$ cat config.mk
export PLATFORM = sky130hd
export DESIGN_NAME = mod_addsub_pipe
export DESIGN_NICKNAME = d
export VERILOG_FILES = /design/src/rtl/mod_addsub_pipe.sv
export SDC_FILE = /design/constraint.sdc
export NUM_CORES = 1
export LEC_CHECK = 0
export BUFFER_PORTS_ARGS = -buffer_cell sky130_fd_sc_hd__buf_2
export CAP_MARGIN = 20
export CORE_ASPECT_RATIO = 1.75
export CORE_UTILIZATION = 55
export CTS_BUF_LIST = sky130_fd_sc_hd__clkbuf_16
export CTS_CLUSTER_DIAMETER = 40
export CTS_CLUSTER_SIZE = 16
export DETAILED_ROUTE_END_ITERATION = 8
export GPL_ROUTABILITY_DRIVEN = 0
export PLACE_DENSITY_LB_ADDON = 0.08
export SKIP_CTS_REPAIR_TIMING = 1
export SLEW_MARGIN = 10
export SYNTH_ARGS = -nofsm -noshare
export SYNTH_HDL_FRONTEND = slang
export SYNTH_SLANG_ARGS = --single-unit
export TNS_END_PERCENT = 50
$ cat constraint.sdc
create_clock -name clk_i -period 4.85 [get_ports clk_i]
set_input_delay 0.2425 -clock clk_i [delete_from_list [all_inputs] [get_ports clk_i]]
set_output_delay 0.2425 -clock clk_i [all_outputs]
set_load 0.02 [all_outputs]
$ cat src/rtl/mod_addsub_pipe.sv
// mod_addsub_pipe
// ---------------
// Two-stage pipelined modular adder/subtractor for the NTT/polynomial
// datapath. Each operation computes (a+b) mod q or (a-b) mod q, with the
// modulus q supplied per operation alongside a sideband tag that is passed
// through unchanged.
//
// Optional build macro: MOD_ADDSUB_RANGE_CHK_EN
//   When defined, operands that break the range preconditions
//   (a >= q, b >= q or q < 2) are flagged on err_o, and c_o is forced to 0
//   for those operations. When undefined, the err_o port and the check
//   logic do not exist.
//
// Parameters:
//   W      operand / modulus / result width (q < 2^W)
//   TAG_W  sideband tag width
//
// Ports:
//   clk_i        clock, rising edge
//   rst_i        synchronous active-high reset; drops in-flight operations
//   in_valid_i   input operation valid
//   in_ready_o   block accepts an input this cycle
//   op_i         0 = add, 1 = subtract
//   a_i, b_i     operands (expected < q_i)
//   q_i          modulus (expected 2 <= q_i <= 2^W-1)
//   tag_i        sideband tag
//   out_valid_o  result valid
//   out_ready_i  downstream accepts the result
//   c_o          result in [0, q-1]
//   tag_o        tag of the operation that produced c_o
//   err_o        range-check flag (only with MOD_ADDSUB_RANGE_CHK_EN)
//
// Handshake: a transfer happens on a rising edge where valid and ready are
// both high. A producer holding valid must keep its payload stable until the
// transfer; ready may depend combinationally on the consumer's ready
// (in_ready_o = !out_valid_o || out_ready_i) but never on in_valid_i.
module mod_addsub_pipe #(
  parameter int W     = 23,
  parameter int TAG_W = 4
) (
  input  logic             clk_i,
  input  logic             rst_i,
  input  logic             in_valid_i,
  output logic             in_ready_o,
  input  logic             op_i,
  input  logic [W-1:0]     a_i,
  input  logic [W-1:0]     b_i,
  input  logic [W-1:0]     q_i,
  input  logic [TAG_W-1:0] tag_i,
  output logic             out_valid_o,
  input  logic             out_ready_i,
  output logic [W-1:0]     c_o,
  output logic [TAG_W-1:0] tag_o
`ifdef MOD_ADDSUB_RANGE_CHK_EN
  ,
  output logic             err_o
`endif
);

  // Both stages move as one; a stall freezes the whole pipe and bubbles are
  // carried along rather than squeezed out.
  logic advance;
  logic in_accept;

  // Stage 1 registers
  logic             v1;
  logic [W:0]       r1;    // a+b (add) or {0,a}-{0,b} (sub, MSB = borrow)
  logic             op1;
  logic [W-1:0]     q1;
  logic [TAG_W-1:0] tag1;

  // Stage 2 valid
  logic v2;

  // Stage 1 combinational result
  logic [W:0] r1_next;

  // Stage 2 combinational correction
  logic [W:0]   add_minus_q;
  logic [W-1:0] c_next;

`ifdef MOD_ADDSUB_RANGE_CHK_EN
  logic chk1;
  logic chk_next;
`endif

  assign advance     = !v2 || out_ready_i;
  assign in_ready_o  = advance;
  assign in_accept   = in_valid_i && advance;
  assign out_valid_o = v2;

  // The W+1 bit result keeps the carry of a+b (up to 2q-2) and the borrow
  // of a-b, so neither case can overflow even for q = 2^W-1.
  assign r1_next = op_i ? ({1'b0, a_i} - {1'b0, b_i})
                        : ({1'b0, a_i} + {1'b0, b_i});

`ifdef MOD_ADDSUB_RANGE_CHK_EN
  assign chk_next = (a_i >= q_i) || (b_i >= q_i) || (q_i < W'(2));
`endif

  assign add_minus_q = r1 - {1'b0, q1};

  always_comb begin
    c_next = '0;
    if (op1) begin
      // A borrow means a < b: wrap back into range by adding q. The sum is
      // taken mod 2^W, which is exactly the low W bits of (a-b+q).
      c_next = r1[W] ? (r1[W-1:0] + q1) : r1[W-1:0];
    end else begin
      c_next = (r1 >= {1'b0, q1}) ? add_minus_q[W-1:0] : r1[W-1:0];
    end
`ifdef MOD_ADDSUB_RANGE_CHK_EN
    if (chk1) begin
      c_next = '0;
    end
`endif
  end

  always_ff @(posedge clk_i) begin
    if (rst_i) begin
      v1    <= 1'b0;
      r1    <= '0;
      op1   <= 1'b0;
      q1    <= '0;
      tag1  <= '0;
      v2    <= 1'b0;
      c_o   <= '0;
      tag_o <= '0;
`ifdef MOD_ADDSUB_RANGE_CHK_EN
      chk1  <= 1'b0;
      err_o <= 1'b0;
`endif
    end else if (advance) begin
      v1    <= in_accept;
      r1    <= r1_next;
      op1   <= op_i;
      q1    <= q_i;
      tag1  <= tag_i;
      v2    <= v1;
      c_o   <= c_next;
      tag_o <= tag1;
`ifdef MOD_ADDSUB_RANGE_CHK_EN
      chk1  <= chk_next;
      err_o <= chk1;
`endif
    end
  end

endmodule

* After elaboration in Yosys (flattened, before gate mapping)
Cells that the tools add are included.
** Word-level totals
- Register bits :: 81
- Logic and storage cells :: 20
- Output and inout bits :: 29
- Input bits :: 78
** Cells by class
- $lt $le $gt $ge :: 1
- Reductions and logical operators :: 3
- Mux-type cells :: 4
- Add/subtract/negate cells :: 4
** Operators by type and width (number)
- 23-bit 2-to-1 mux :: 3
- 23-bit by 23-bit adder with 24-bit output :: 1
- 24-bit by 23-bit greater-or-equal comparator with 1-bit output :: 1
- 24-bit 2-to-1 mux :: 1
- 23-bit by 23-bit subtractor with 24-bit output :: 1
- 23-bit adder :: 1
- 23-bit subtractor :: 1
- 1-bit logical AND :: 1
- 1-bit logical NOT :: 1
- 1-bit logical OR :: 1

* Depth between registers and ports, before layout
- Word-level depth :: 3
- Depth in mapped cells :: 17
- Gate-level depth less buffers :: 16

* Worst setup path after synthesis
Ideal clock, no wire load.
- Kind :: input-to-reg
- Start point :: input b_i[5]
- End point :: register r1[23]
- Data arrival time :: 3820 ps
- Stages on the path :: 15
- Data required time :: 4707 ps
- Path buffers :: 0
- Setup time :: 143 ps
- Path slack :: 887 ps
- Path through :: or4_1 or3_4 nor3_2 nor3b_4 and3_2 a21oi_1 xnor2_1 ha_1 or3_1 o21ai_0 a21oi_1 a2111oi_0 o31ai_1 xor2_1 a21oi_1
** Between the ends
- Word-level cells in the longest chain between the ends :: 2
- Elaborated cells between the ends (all ways) :: 3
- Classes of those cells :: add/sub: 2; mux: 1
** RTL lines
- start: declaration :: line 47 : input logic [W-1:0] b_i,
- 23-bit by 23-bit adder with 24-bit output or 23-bit by 23-bit subtractor with 24-bit output (tied branches) :: line 95, 94
- 24-bit 2-to-1 mux (*) :: line 94 : assign r1_next = op_i ? ({1'b0, a_i} - {1'b0, b_i})
- end signal: assignment :: line 135 : r1 <= r1_next;
- end: declaration :: line 67 : logic [W:0] r1;
Mark *: on every way between the ends. The rest lies on a longest branch, timed or not.
A chain may end at the register's enable or synchronous reset.

* Worst setup path in the final report
- Start point :: input b_i[5]
- End point :: register r1[22]
The elaborated chain is that of the path after synthesis.

==> flow_metrics.env <==
export IMPL_worst_setup_path_type="in -> reg"
export IMPL_clkTransAtPathRegs_ns=0.08
export IMPL_setup_viol_count_final=0
export IMPL_hold_viol_final=0
export IMPL_max_clock_path_buffers=2
export IMPL_critPathMaxStageDelay_ns=0.54
export IMPL_ctsHtreeMaxLevel=3
export IMPL_num_rows=56
export IMPL_cellInternalPower_mw=1.85
export IMPL_crit_path_cell_trace="buf_2 > or4_1 > or3_4 > nor3_2 > nor3b_4 > and3_2 > nor2_1 > xnor2_1 > ha_1 > a21o_1 > a21o_1 > a21oi_1 > a21oi_1 > o21ai_0 > a31oi_1 > or4b_1 > a31oi_1"
export IMPL_power_static_leakage_nw=3.67
export IMPL_globalRouteOverflowTotal=0
export IMPL_crit_fanout=7
export IMPL_part_of_the_power_in_registers_pct=26.8
export IMPL_clock_power_share_pct=22.5
export IMPL_vias_in_the_first_global_route=7690
export IMPL_synth_main_ff_cell="dfxtp_1"
export IMPL_io_pins=107
export IMPL_max_slew_margin_rel_pct=32.9
export IMPL_core_um2=13500
export IMPL_synth_yosys_seq_area_share_pct=21.3
export IMPL_sw_share_pct=44.4
export IMPL_final_max_slew_violation_count=0
export IMPL_setup_repair_after_global_routing_missed_its_margin="false"
export IMPL_timing_final_crit_share_pct=82.1
export IMPL_commonest_non_fill_non_tap_cell_in_the_layout="nand2_1"
export IMPL_wirelength_um=22700
export IMPL_postPlaceCellArea_um2=8180
export IMPL_drive_gt1_share_pct=14.0
export IMPL_wl_met2_um=11600
export IMPL_critPathBufInv=1
export IMPL_io_buffers=106
export IMPL_max_vdd_ir_drop_uv=177
export IMPL_timing_fmax_mhz=251
export IMPL_die_width_um=91.0
export IMPL_synth_warnings=0
export IMPL_crit_path_end_kind="flip-flop"
export IMPL_asyncSetResetFlopFracSynth_pct=0
export IMPL_detail_route_antenna_nets=0
export IMPL_met3_length_um=1260
export IMPL_die_area_um2=14300
export IMPL_worst_path_arrival_ns=4.27
export IMPL_min_path_type="in -> reg"
export IMPL_worst_endpoint_required_ns=5.13
export IMPL_clock_latency_ns=0.36
export IMPL_final_seq_area_um2=1620
export IMPL_track_usage_pct=32.2
export IMPL_finalNetCount=1264
export IMPL_power_mw=3.32
export IMPL_tritoncts="built"
export IMPL_syn_to_final_growth_pct=11.5
export IMPL_number_of_filler_instances_in_the_final_layout=1354
export IMPL_first_pass_detailed_route_iteration_total=7
export IMPL_drv_max_cap_violation_count=0
export IMPL_antenna_found_initial=0
export IMPL_first_iter_violations=366
export IMPL_viasPerCell=6.08
export IMPL_number_of_standard_cells_after_synthesis=1047
export IMPL_per_instance_average_area_after_synthesis_um2=7.27
export IMPL_num_antenna_cells=0
export IMPL_hpwl_um=16800
export IMPL_status="complete, no violations"
export IMPL_route_vias_total=7851
export IMPL_detail_route_wl_per_cell_um=17.6
export IMPL_worstSetupStartpointType="input port"
export IMPL_power_density_normalized_to_cell_area_nw_per_um2=391
export IMPL_syn_nets=1198
export IMPL_synth_enable_flop_cells=0
export IMPL_top_signal_layer_used="met4"
export IMPL_detail_route_drc_violations=0
export IMPL_cts_made_buffers=9
export IMPL_final_setup_tns_ns=0
export IMPL_syn_area_um2=7620
export IMPL_period_minus_slack_ns=3.98
export IMPL_floorplan_initialDensity_pct=56.6
export IMPL_layout_common_cells="135 x nand2_1, 119 x a21oi_1, 106 x buf_2"
export IMPL_numClockSinks=81
export IMPL_drt_met1_wl_um=8720
export IMPL_critPathTopFamily="simple AND/OR/NAND/NOR gates"
export IMPL_worstMarginPinSlew_ns=1.01
export IMPL_ffs_latches_synth=81
export IMPL_skew_ns=0.0119
export IMPL_fin_area_um2=8500
export IMPL_die_height_um=158
export IMPL_switchingPower_mw=1.48
export IMPL_grt_start_max_net_pins=73
export IMPL_area_of_combinational_cells_with_multiple_inputs_um2=5500
export IMPL_critical_path_slowest_cell="or4_1"
export IMPL_global_route_wire_length_before_repair_um=36900
export IMPL_yosysUniqueCellTypes=83
export IMPL_comb_power_share_pct=50.7
export IMPL_cts_root_buffer_cell="clkbuf_16"
==> flip-flops by register name, indices dropped and copies added (netlist names) <==
signal,cells
out_valid_o,1
op1,1
c_o,23
tag_o,4
q1,23
tag1,4
v1,1
r1,24
==> metrics by stage <==
stage	cells	worst slack (ns)	util (%)	hold slack [ns]
2_1_floorplan	1047	0.887	-	0.383
3_3_place_gp	1276	0.576	60.8	0.437
3_5_place_dp	1276	0.553	60.8	0.441
4_1_cts	1292	0.902	63.2	0.114
5_1_grt	1292	0.540	63.2	0.127
6_report	1292	0.868	63.2	0.116
==> final cells by class <==
cell class	instances	area share, %
multi-input combinational	842	64.8
sequential	81	19.1
timing repair buffer	114	6.95
inverter	65	2.87
clock buffer	9	2.65
tap	174	2.56
clock inverter	7	1.10
==> power groups by stage <==
stage / Clock, mW / Combinational (mW) / Sequential (mW)
floorplan: 0 / 1.19 / 0.921
global placement: 0 / 1.64 / 0.896
global route: 0.777 / 1.85 / 0.903
CTS: 0.756 / 1.66 / 0.886
detailed placement: 0 / 1.65 / 0.900
finish: 0.749 / 1.68 / 0.889
==> per-layer routing <==
metal | GRT usage, % | vias up
li1 | - | 3898
met5 | 0 | -
met1 | 34.8 | 3603
met2 | 59.0 | 269
met3 | 4.76 | 81
met4 | 19.6 | 0
==> synthesized netlist by cell type (all sizes together), types with 4 or more instances <==
cell type    n  share of area [%]
a2111oi      7               0.81
a211oi      31                3.1
a21o        15                1.5
a21oi      121                8.0
a31oi       23                1.9
and2         6               0.49
and3         8               0.74
buf         17                1.3
clkbuf      42                2.1
dfxtp       81                 21
ha          70                 11
inv         64                3.2
mux2i        9                1.2
nand2      136                6.8
nand2b      16                1.3
nand3       19                1.2
nand4        4               0.33
nor2        69                3.5
nor2b       16                1.3
nor3        40                2.7
nor4        11               0.90
o211ai      13                1.3
o21a         7               0.69
o21ai       52                3.5
o21bai      12                1.3
o311ai       6               0.69
o31ai       22                2.2
or2          5               0.41
or3         12                1.1
xnor2       53                6.1
xor2         8               0.92
==> worst paths after layout <==
check | startpoint | endpoint | slack [ns] | cells after the start
max | b_i[5] | r1[22] | 0.87 | 17
min | q_i[3] | q1[3] | 0.12 | 3
max reg2reg | r1[18] | c_o[17] | 1.24 | 9
min reg2reg | tag_o[3] | tag_o[3] | 0.45 | 2
==> worst register-to-register path: stages (launching register included) <==
cell	delay, ns
dfxtp_1	0.41
ha_1	0.62
nand2_1	0.10
a2bb2oi_1	0.16
a211oi_1	0.59
a21oi_2	0.08
inv_1	0.27
nand2_1	0.49
and3_1	0.38
o41a_1	0.40
==> cell families after synthesis <==
| kind of cell | synth area share [%] |
|---|---|
| fa+ha+maj | 12.3 |
| compound gates | 29.2 |
| mux | 1.18 |
| xor+xnor | 7.02 |
| buf+inv | 6.55 |
| simple gates | 22.5 |
| flops | 21.3 |
Note: power is estimated with default switching activity, not from simulation.
